===== config.mk =====
export PLATFORM = sky130hd
export DESIGN_NAME = ps2_keystate_decoder
export DESIGN_NICKNAME = d
export VERILOG_FILES = /design/src/rtl/ps2_keystate_decoder.sv
export SDC_FILE = /design/constraint.sdc
export NUM_CORES = 1
export LEC_CHECK = 0
export ABC_AREA = 1
export CAP_MARGIN = 20
export CORE_MARGIN = 3
export CORE_UTILIZATION = 55
export DETAILED_ROUTE_END_ITERATION = 10
export DONT_BUFFER_PORTS = 1
export PLACE_DENSITY = 0.76
export REMOVE_ABC_BUFFERS = 1
export SYNTH_ARGS = -nofsm -noshare
export SYNTH_HDL_FRONTEND = slang
export SYNTH_SLANG_ARGS = --single-unit
export TNS_END_PERCENT = 50

===== constraint.sdc =====
create_clock -name clk -period 5.5 [get_ports clk]
set_clock_uncertainty 0.2 [all_clocks]
set_input_delay 1.375 -clock clk [delete_from_list [all_inputs] [get_ports clk]]
set_output_delay 1.375 -clock clk [all_outputs]
set_load 0.01 [all_outputs]

===== src/rtl/ps2_keystate_decoder.sv =====
`default_nettype none
// ps2_keystate_decoder: PS/2 set-2 receiver that tracks live make/break state of every key.
// rev 1.0
module ps2_keystate_decoder #(
  parameter int FILTER_LEN     = 8,
  parameter int TIMEOUT_CYCLES = 50000
) (
  input  logic         clk,
  input  logic         reset,
  input  logic         ps2_clk,
  input  logic         ps2_data,
  output logic [127:0] keys,
  output logic [127:0] e_keys,
  output logic [7:0]   scan_code,
  output logic         scan_valid,
  output logic         frame_err
);

  localparam int FW = $clog2(FILTER_LEN + 1);
  localparam int TW = $clog2(TIMEOUT_CYCLES + 1);

  localparam logic [1:0] RX_IDLE   = 2'd0;
  localparam logic [1:0] RX_DATA   = 2'd1;
  localparam logic [1:0] RX_PARITY = 2'd2;
  localparam logic [1:0] RX_STOP   = 2'd3;

  localparam logic [1:0] D_IDLE    = 2'd0;
  localparam logic [1:0] D_EXT     = 2'd1;
  localparam logic [1:0] D_BRK     = 2'd2;
  localparam logic [1:0] D_EXT_BRK = 2'd3;

  logic          r_clk_s1, r_clk_s2, r_dat_s1, r_dat_s2;
  logic          r_clk_filt;
  logic [FW-1:0] r_filt_cnt;
  logic          r_fall, r_fall_data;
  logic [1:0]    r_rx_state;
  logic [2:0]    r_bit_cnt;
  logic [7:0]    r_shift;
  logic          r_parity;
  logic [TW-1:0] r_to_cnt;
  logic [1:0]    r_d_state;
  logic [6:0]    w_code_lo;
  logic          w_code_low;

  // Lines idle high, so the synchronisers reset to 1 to avoid a spurious edge.
  always_ff @(posedge clk) begin
    if (reset) begin
      r_clk_s1 <= 1'b1;
      r_clk_s2 <= 1'b1;
      r_dat_s1 <= 1'b1;
      r_dat_s2 <= 1'b1;
    end else begin
      r_clk_s1 <= ps2_clk;
      r_clk_s2 <= r_clk_s1;
      r_dat_s1 <= ps2_data;
      r_dat_s2 <= r_dat_s1;
    end
  end

  always_ff @(posedge clk) begin
    if (reset) begin
      r_clk_filt  <= 1'b1;
      r_filt_cnt  <= '0;
      r_fall      <= 1'b0;
      r_fall_data <= 1'b0;
    end else begin
      r_fall <= 1'b0;
      if (r_clk_s2 == r_clk_filt) begin
        r_filt_cnt <= '0;
      end else if (r_filt_cnt == FW'(FILTER_LEN - 1)) begin
        r_clk_filt  <= r_clk_s2;
        r_filt_cnt  <= '0;
        r_fall      <= ~r_clk_s2;
        r_fall_data <= r_dat_s2;
      end else begin
        r_filt_cnt <= r_filt_cnt + 1'b1;
      end
    end
  end

  always_ff @(posedge clk) begin
    if (reset) begin
      r_rx_state <= RX_IDLE;
      r_bit_cnt  <= '0;
      r_shift    <= '0;
      r_parity   <= 1'b0;
      r_to_cnt   <= '0;
      scan_code  <= '0;
      scan_valid <= 1'b0;
      frame_err  <= 1'b0;
    end else begin
      scan_valid <= 1'b0;
      frame_err  <= 1'b0;
      if (r_rx_state == RX_IDLE || r_fall)
        r_to_cnt <= '0;
      else
        r_to_cnt <= r_to_cnt + 1'b1;

      if (r_rx_state != RX_IDLE && !r_fall && r_to_cnt == TW'(TIMEOUT_CYCLES - 1)) begin
        frame_err  <= 1'b1;
        r_rx_state <= RX_IDLE;
      end else if (r_fall) begin
        case (r_rx_state)
          RX_IDLE: begin
            if (!r_fall_data) begin
              r_rx_state <= RX_DATA;
              r_bit_cnt  <= '0;
            end
          end
          RX_DATA: begin
            // LSB arrives first, so shift in from the top.
            r_shift   <= {r_fall_data, r_shift[7:1]};
            r_bit_cnt <= r_bit_cnt + 3'd1;
            if (r_bit_cnt == 3'd7)
              r_rx_state <= RX_PARITY;
          end
          RX_PARITY: begin
            r_parity   <= r_fall_data;
            r_rx_state <= RX_STOP;
          end
          default: begin
            if (r_fall_data && (^{r_shift, r_parity})) begin
              scan_code  <= r_shift;
              scan_valid <= 1'b1;
            end else begin
              frame_err <= 1'b1;
            end
            r_rx_state <= RX_IDLE;
          end
        endcase
      end
    end
  end

  assign w_code_lo  = scan_code[6:0];
  assign w_code_low = ~scan_code[7];

  always_ff @(posedge clk) begin
    if (reset) begin
      r_d_state <= D_IDLE;
      keys      <= '0;
      e_keys    <= '0;
    end else if (scan_valid) begin
      case (r_d_state)
        D_IDLE: begin
          if (scan_code == 8'hE0)
            r_d_state <= D_EXT;
          else if (scan_code == 8'hF0)
            r_d_state <= D_BRK;
          else if (w_code_low)
            keys[w_code_lo] <= 1'b1;
        end
        D_EXT: begin
          if (scan_code == 8'hF0) begin
            r_d_state <= D_EXT_BRK;
          end else begin
            if (w_code_low)
              e_keys[w_code_lo] <= 1'b1;
            r_d_state <= D_IDLE;
          end
        end
        D_BRK: begin
          if (w_code_low)
            keys[w_code_lo] <= 1'b0;
          r_d_state <= D_IDLE;
        end
        default: begin
          if (w_code_low)
            e_keys[w_code_lo] <= 1'b0;
          r_d_state <= D_IDLE;
        end
      endcase
    end
  end

endmodule
`default_nettype wire


## After elaboration in Yosys (flattened, before gate mapping)

Index checks and enable logic that the tools add are counted.
W data, S select, Z words.

- Flip-flop bits (word level): 309
- Bits in latches: 0
- Bits in writable memories: 0
- ROM bits: 0
- Output and inout bits: 266
- Word-level logic and storage cells: 108
- Memories: 0

- Add/subtract/negate cells: 3
- $mul: 0
- Divide/modulo/power cells: 0
- $lt $le $gt $ge: 2
- Eq/ne operators: 18
- Shift-type cells: 0
- Mux-type cells: 25
- Bitwise logic cells: 13
- Reductions and logical operators: 28

Operators by type and width:

| cell | count |
|---|---|
| $mux W128 | 7 |
| $pmux W128 S2 | 2 |
| $and A128 B128 Y128 | 2 |
| $or A128 B128 Y128 | 2 |
| $not A128 Y128 | 1 |
| $add A16 B1 Y16 const B | 1 |
| $eq A16 B16 Y1 const B | 1 |
| $eq A8 B8 Y1 const B | 2 |
| $ne A2 B2 Y1 const B | 7 |
| $reduce_and A4 Y1 | 3 |
| $mux W2 | 5 |
| $reduce_and A3 Y1 | 3 |
| $reduce_or A3 Y1 | 3 |
| $reduce_xor A9 Y1 | 1 |
| $lt A7 B8 Y1 const B | 1 |
| $not A1 Y1 | 8 |
| $demux W1 S7 | 1 |
| $ge A7 B1 Y1 const B | 1 |
| $mux W1 | 6 |
| $pmux W2 S3 | 1 |
| $pmux W3 S2 | 1 |
| $reduce_and A6 Y1 | 1 |
| $reduce_bool A2 Y1 | 3 |
| $reduce_or A2 Y1 | 3 |
| 16 further kinds | 23 |

## Logic depth before layout (Yosys ltp)

- Depth in word-level cells: 9
- Depth in mapped cells: 12
- Depth with buffers taken out: 12

## Worst setup path before layout

OpenSTA, ideal clock, no wires.

- Path kind: input to register
- From: input reset
- To: register r_fall_data
- Library setup time: 0.065 ns
- Data arrival time: 2.334 ns
- Setup slack: 2.901 ns
- Stages on the path: 6
- Path buffers: 3
- Path through: clkbuf_1 inv_1 clkbuf_1 clkbuf_1 o21ai_0 nor2_1

RTL lines:

| what | line | RTL |
|---|---|---|
| start, declared | 9 | `input logic reset,` |
| end signal, assigned | 74 | `r_fall_data <= r_dat_s2;` |
| end, declared | 35 | `logic r_fall, r_fall_data;` |

==> results.py <==
metrics = {
    "run_status": {
        "outcome": "finished, final reports clean",
    },
    "cells_and_area": {
        "nFillCells": 2033,
        "drive_above_1_share": 0.0616,
        "antennaDiodeCount": 0,
        "fin_nets": 1713,
        "finalNonFillerCells": 2034,
        "syn_to_final_growth_pct": 9.31,
        "final-seq-area_um2": 6190,
        "multi_input_area_um2": 5330,
    },
    "floorplanning": {
        "num_io_pins": 270,
        "die-width_um": 160,
        "floorplan.initialDensity": 0.568,
        "fp_rows": 55,
        "design.die.area_um2": 25600,
        "floorplan.die.height_um": 160,
        "core_um2": 23000,
    },
    "cts": {
        "cts_inserted_buffers": 34,
        "cts.clk_slew.worst_paths_ns": 0.06,
        "cts-hold-fix-buffers": 0,
        "ctsHtreeMaxLevel": 2,
        "buffer_type_at_the_clock_tree_root": "sky130_fd_sc_hd__clkbuf_16",
        "cts.repair.resized": 0,
        "number_of_clock_sinks": 309,
        "clock_path_buffers": 3,
        "postCtsSetupBuffers": 0,
        "tritoncts": "yes",
        "clock_latency_ns": 0.51,
    },
    "drt": {
        "drt_drc_violations_left": 0,
        "initialDrtViolationCount": 1312,
        "final_antenna_net_count": 0,
        "drt-total-wl_mm": 36.9,
        "routed-via-count": 11700,
        "dr.pass1.iters": 5,
        "wire_per_inst_um": 18.1,
        "route.detailed.vias_per_inst": 5.76,
    },
    "setup_path": {
        "worst_r2r_startpoint": "scan_code[0]$_SDFFE_PP0P_",
        "worst-endpoint-arrival_ns": 3.07,
        "path_max_fanout": 16,
        "setup.worst_path.end_class": "flip-flop",
        "cp.required_ns": 5.72,
        "criticalPathCategory": "flip-flop to flip-flop",
        "crit_path_start_kind": "flip-flop",
        "worstRegToRegCells": 7,
        "regToRegSetupSlack_ns": 2.65,
    },
    "power": {
        "pwr-share-seq": 0.495,
        "netSwitchingFraction": 0.208,
        "clkPwrFrac": 0.491,
        "cellPowerDensity_nw_per_um2": 317,
        "leakage_nw": 4.56,
        "report.power.total_mw": 4.53,
        "netSwitchingPower_mw": 0.942,
        "p_int_mw": 3.58,
        "power_frac_comb": 0.014,
        "power.ir.vdd_worst_v": 0.000193,
    },
    "worst_hold_path": {
        "min_to": "r_clk_s2$_SDFF_PP1_",
        "worst_hold_launch": "r_clk_s1$_SDFF_PP1_",
        "hold-path-cell-count": 1,
        "timing.hold.worst.class": "flip-flop to flip-flop",
    },
    "global_routing": {
        "grt.overflow.total": 0,
        "grt_start_max_net_pins": 158,
        "grt_pass1_wl_mm": 58.2,
        "grt.total_usage": 0.274,
        "number_of_global_route_vias_before_repair": 10400,
        "antenna_found_initial": 0,
    },
    "synthesis": {
        "netlist_area_um2": 13100,
        "postSynthCellCount": 1769,
        "ys.warnings.count": 0,
        "avgSynthCellArea_um2": 7.38,
        "yosys.cell_types.count": 28,
        "ys_seq_elements": 309,
        "synth_sequential_area_ratio": 0.474,
    },
    "flow_run": {
        "max-cap-violations": 0,
    },
    "sta": {
        "max_freq_mhz": 350,
        "final_min_period_over_clock_period": 0.519,
        "timing.final.max_slew_violations": 0,
        "unrepaired_setup_endpoints_after_global_routing": "false",
        "max_slew.worst_pin.slew_ns": 1.13,
        "report.final.setup_viol": 0,
        "final-hold-violation-count": 0,
        "post-route-min-period_ns": 2.85,
        "worst_slew_slack_as_a_fraction_of_its_limit": 0.249,
    },
    "placement": {
        "place_inst": 1972,
        "globalplace.congestion": 0.851,
        "dp_hpwl_mm": 23.1,
        "port-buffer-count": 0,
    },
}
-- area by class of cell --
class,count,share of cell area
multi-input cells,1048,0.373
repair buffers,25,0.0154
inverters,283,0.0746
well taps,313,0.0274
flip-flops and latches,309,0.433
clock buffers,47,0.0679
clock inverters,9,0.00798
-- Yosys cell counts --
master	count	area, um2
sky130_fd_sc_hd__dfxtp_1	309	6190
sky130_fd_sc_hd__a21oi_1	276	1380
sky130_fd_sc_hd__inv_1	272	1020
sky130_fd_sc_hd__o21ai_0	242	1210
sky130_fd_sc_hd__nand3_1	233	1170
sky130_fd_sc_hd__clkbuf_1	92	345
sky130_fd_sc_hd__nand2_1	91	342
sky130_fd_sc_hd__nor2_1	85	319
sky130_fd_sc_hd__buf_2	34	170
sky130_fd_sc_hd__nor3_1	30	150
sky130_fd_sc_hd__nor4_1	20	125
sky130_fd_sc_hd__a311oi_1	11	96.3
sky130_fd_sc_hd__nand4_1	11	68.8
sky130_fd_sc_hd__inv_2	10	37.5
sky130_fd_sc_hd__ha_1	8	100
sky130_fd_sc_hd__o21ai_1	8	40.0
sky130_fd_sc_hd__a31oi_1	7	43.8
sky130_fd_sc_hd__or2_2	7	43.8
sky130_fd_sc_hd__nor3_2	5	50.1
sky130_fd_sc_hd__nor3_4	4	65.1
sky130_fd_sc_hd__buf_1	3	11.3
sky130_fd_sc_hd__nor3b_1	3	22.5
sky130_fd_sc_hd__xnor2_1	3	26.3
sky130_fd_sc_hd__a21boi_0	1	7.51
sky130_fd_sc_hd__clkinv_1	1	3.75
sky130_fd_sc_hd__nand3_2	1	10.0
sky130_fd_sc_hd__o211ai_1	1	7.51
sky130_fd_sc_hd__xor2_1	1	8.76
-- layout by cell type, fill, tap and decap left out, types with 3 or more instances in the layout --
cell and instances:
sky130_fd_sc_hd__nor4_1 20, sky130_fd_sc_hd__inv_2 10, sky130_fd_sc_hd__nand4_1 11, sky130_fd_sc_hd__a21oi_1 276
sky130_fd_sc_hd__a311oi_1 11, sky130_fd_sc_hd__clkbuf_16 34, sky130_fd_sc_hd__buf_4 21, sky130_fd_sc_hd__clkbuf_8 7
sky130_fd_sc_hd__or2_2 7, sky130_fd_sc_hd__nor2_1 84, sky130_fd_sc_hd__o21ai_1 8, sky130_fd_sc_hd__nand3_1 233
sky130_fd_sc_hd__nand2_1 90, sky130_fd_sc_hd__a31oi_1 7, sky130_fd_sc_hd__inv_1 271, sky130_fd_sc_hd__clkbuf_1 6
sky130_fd_sc_hd__nor3b_1 3, sky130_fd_sc_hd__nor3_1 29, sky130_fd_sc_hd__o21ai_0 242, sky130_fd_sc_hd__nor3_4 8
sky130_fd_sc_hd__xnor2_1 3, sky130_fd_sc_hd__dfxtp_1 309, sky130_fd_sc_hd__ha_1 8, sky130_fd_sc_hd__clkinv_2 4
-- critical path: stages (launching register included) --
cell and delay, ns:
sky130_fd_sc_hd__dfxtp_1 0.63, sky130_fd_sc_hd__inv_2 0.22, sky130_fd_sc_hd__nor3_4 0.76, sky130_fd_sc_hd__buf_4 0.38
sky130_fd_sc_hd__inv_2 0.09, sky130_fd_sc_hd__nor2_1 0.17, sky130_fd_sc_hd__a21oi_1 0.10, sky130_fd_sc_hd__a311oi_1 0.20
-- kinds of logic (layout without fill, tap and decap cells) --
| family | Yosys count | in the layout | synth area share |
|---|---|---|---|
| XOR/XNOR | 4 | 4 | 0.00268 |
| flip-flops | 309 | 309 | 0.474 |
| AND/OR/NAND/NOR | 490 | 490 | 0.181 |
| buffers and inverters | 412 | 364 | 0.122 |
| adder cells (fa/ha/maj) | 8 | 8 | 0.00766 |
| AO/OA/AOI/OAI | 546 | 546 | 0.213 |
-- power by group through the flow --
stage               combinational (mW)  clock (mW)  sequential, mW
floorplan                       0.0577           0            2.29
global placement                0.0619           0            2.29
detailed placement              0.0641           0            2.29
CTS                             0.0642        2.25            2.24
global route                    0.0751        2.34            2.24
finish                          0.0649        2.22            2.24
-- metal layers --
metal  GRT usage  wire (um)  vias to the layer above
li1            -          -                     5788
met3      0.0763       3700                       82
met5           0          0                        -
met4      0.0982       1170                        0
met2       0.427      16900                      523
met1       0.365      15100                     5324
-- how the worst max path moves through the flow --
stage	from	to	slack, ns	cells after the start
2_1_floorplan	scan_valid$_SDFF_PP0_	flip-flop	-0.20	6
3_3_place_gp	reset	flip-flop	2.39	4
3_5_place_dp	reset	r_to_cnt[11]$_SDFF_PP0_	2.35	5
4_1_cts	scan_code[0]$_SDFFE_PP0P_	flip-flop	2.65	7
5_1_grt	scan_code[0]$_SDFFE_PP0P_	flip-flop	2.40	7
6_report	scan_code[0]$_SDFFE_PP0P_	flip-flop	2.65	7
-- metrics by stage --
| stage | hold WS, ns | utilization | setup WS [ns] | TNS [ns] | instance area, um2 |
|---|---|---|---|---|---|
| floorplan | 0.189 | - | -0.204 | -1.30 | 12500 |
| global placement | 0.197 | 0.571 | 2.39 | 0 | 13100 |
| detailed placement | 0.198 | 0.572 | 2.35 | 0 | 13100 |
| CTS | 0.211 | 0.619 | 2.65 | 0 | 14200 |
| global route | 0.235 | 0.621 | 2.40 | 0 | 14300 |
| finish | 0.209 | 0.621 | 2.65 | 0 | 14300 |
Note: power is estimated with default switching activity, not from simulation.
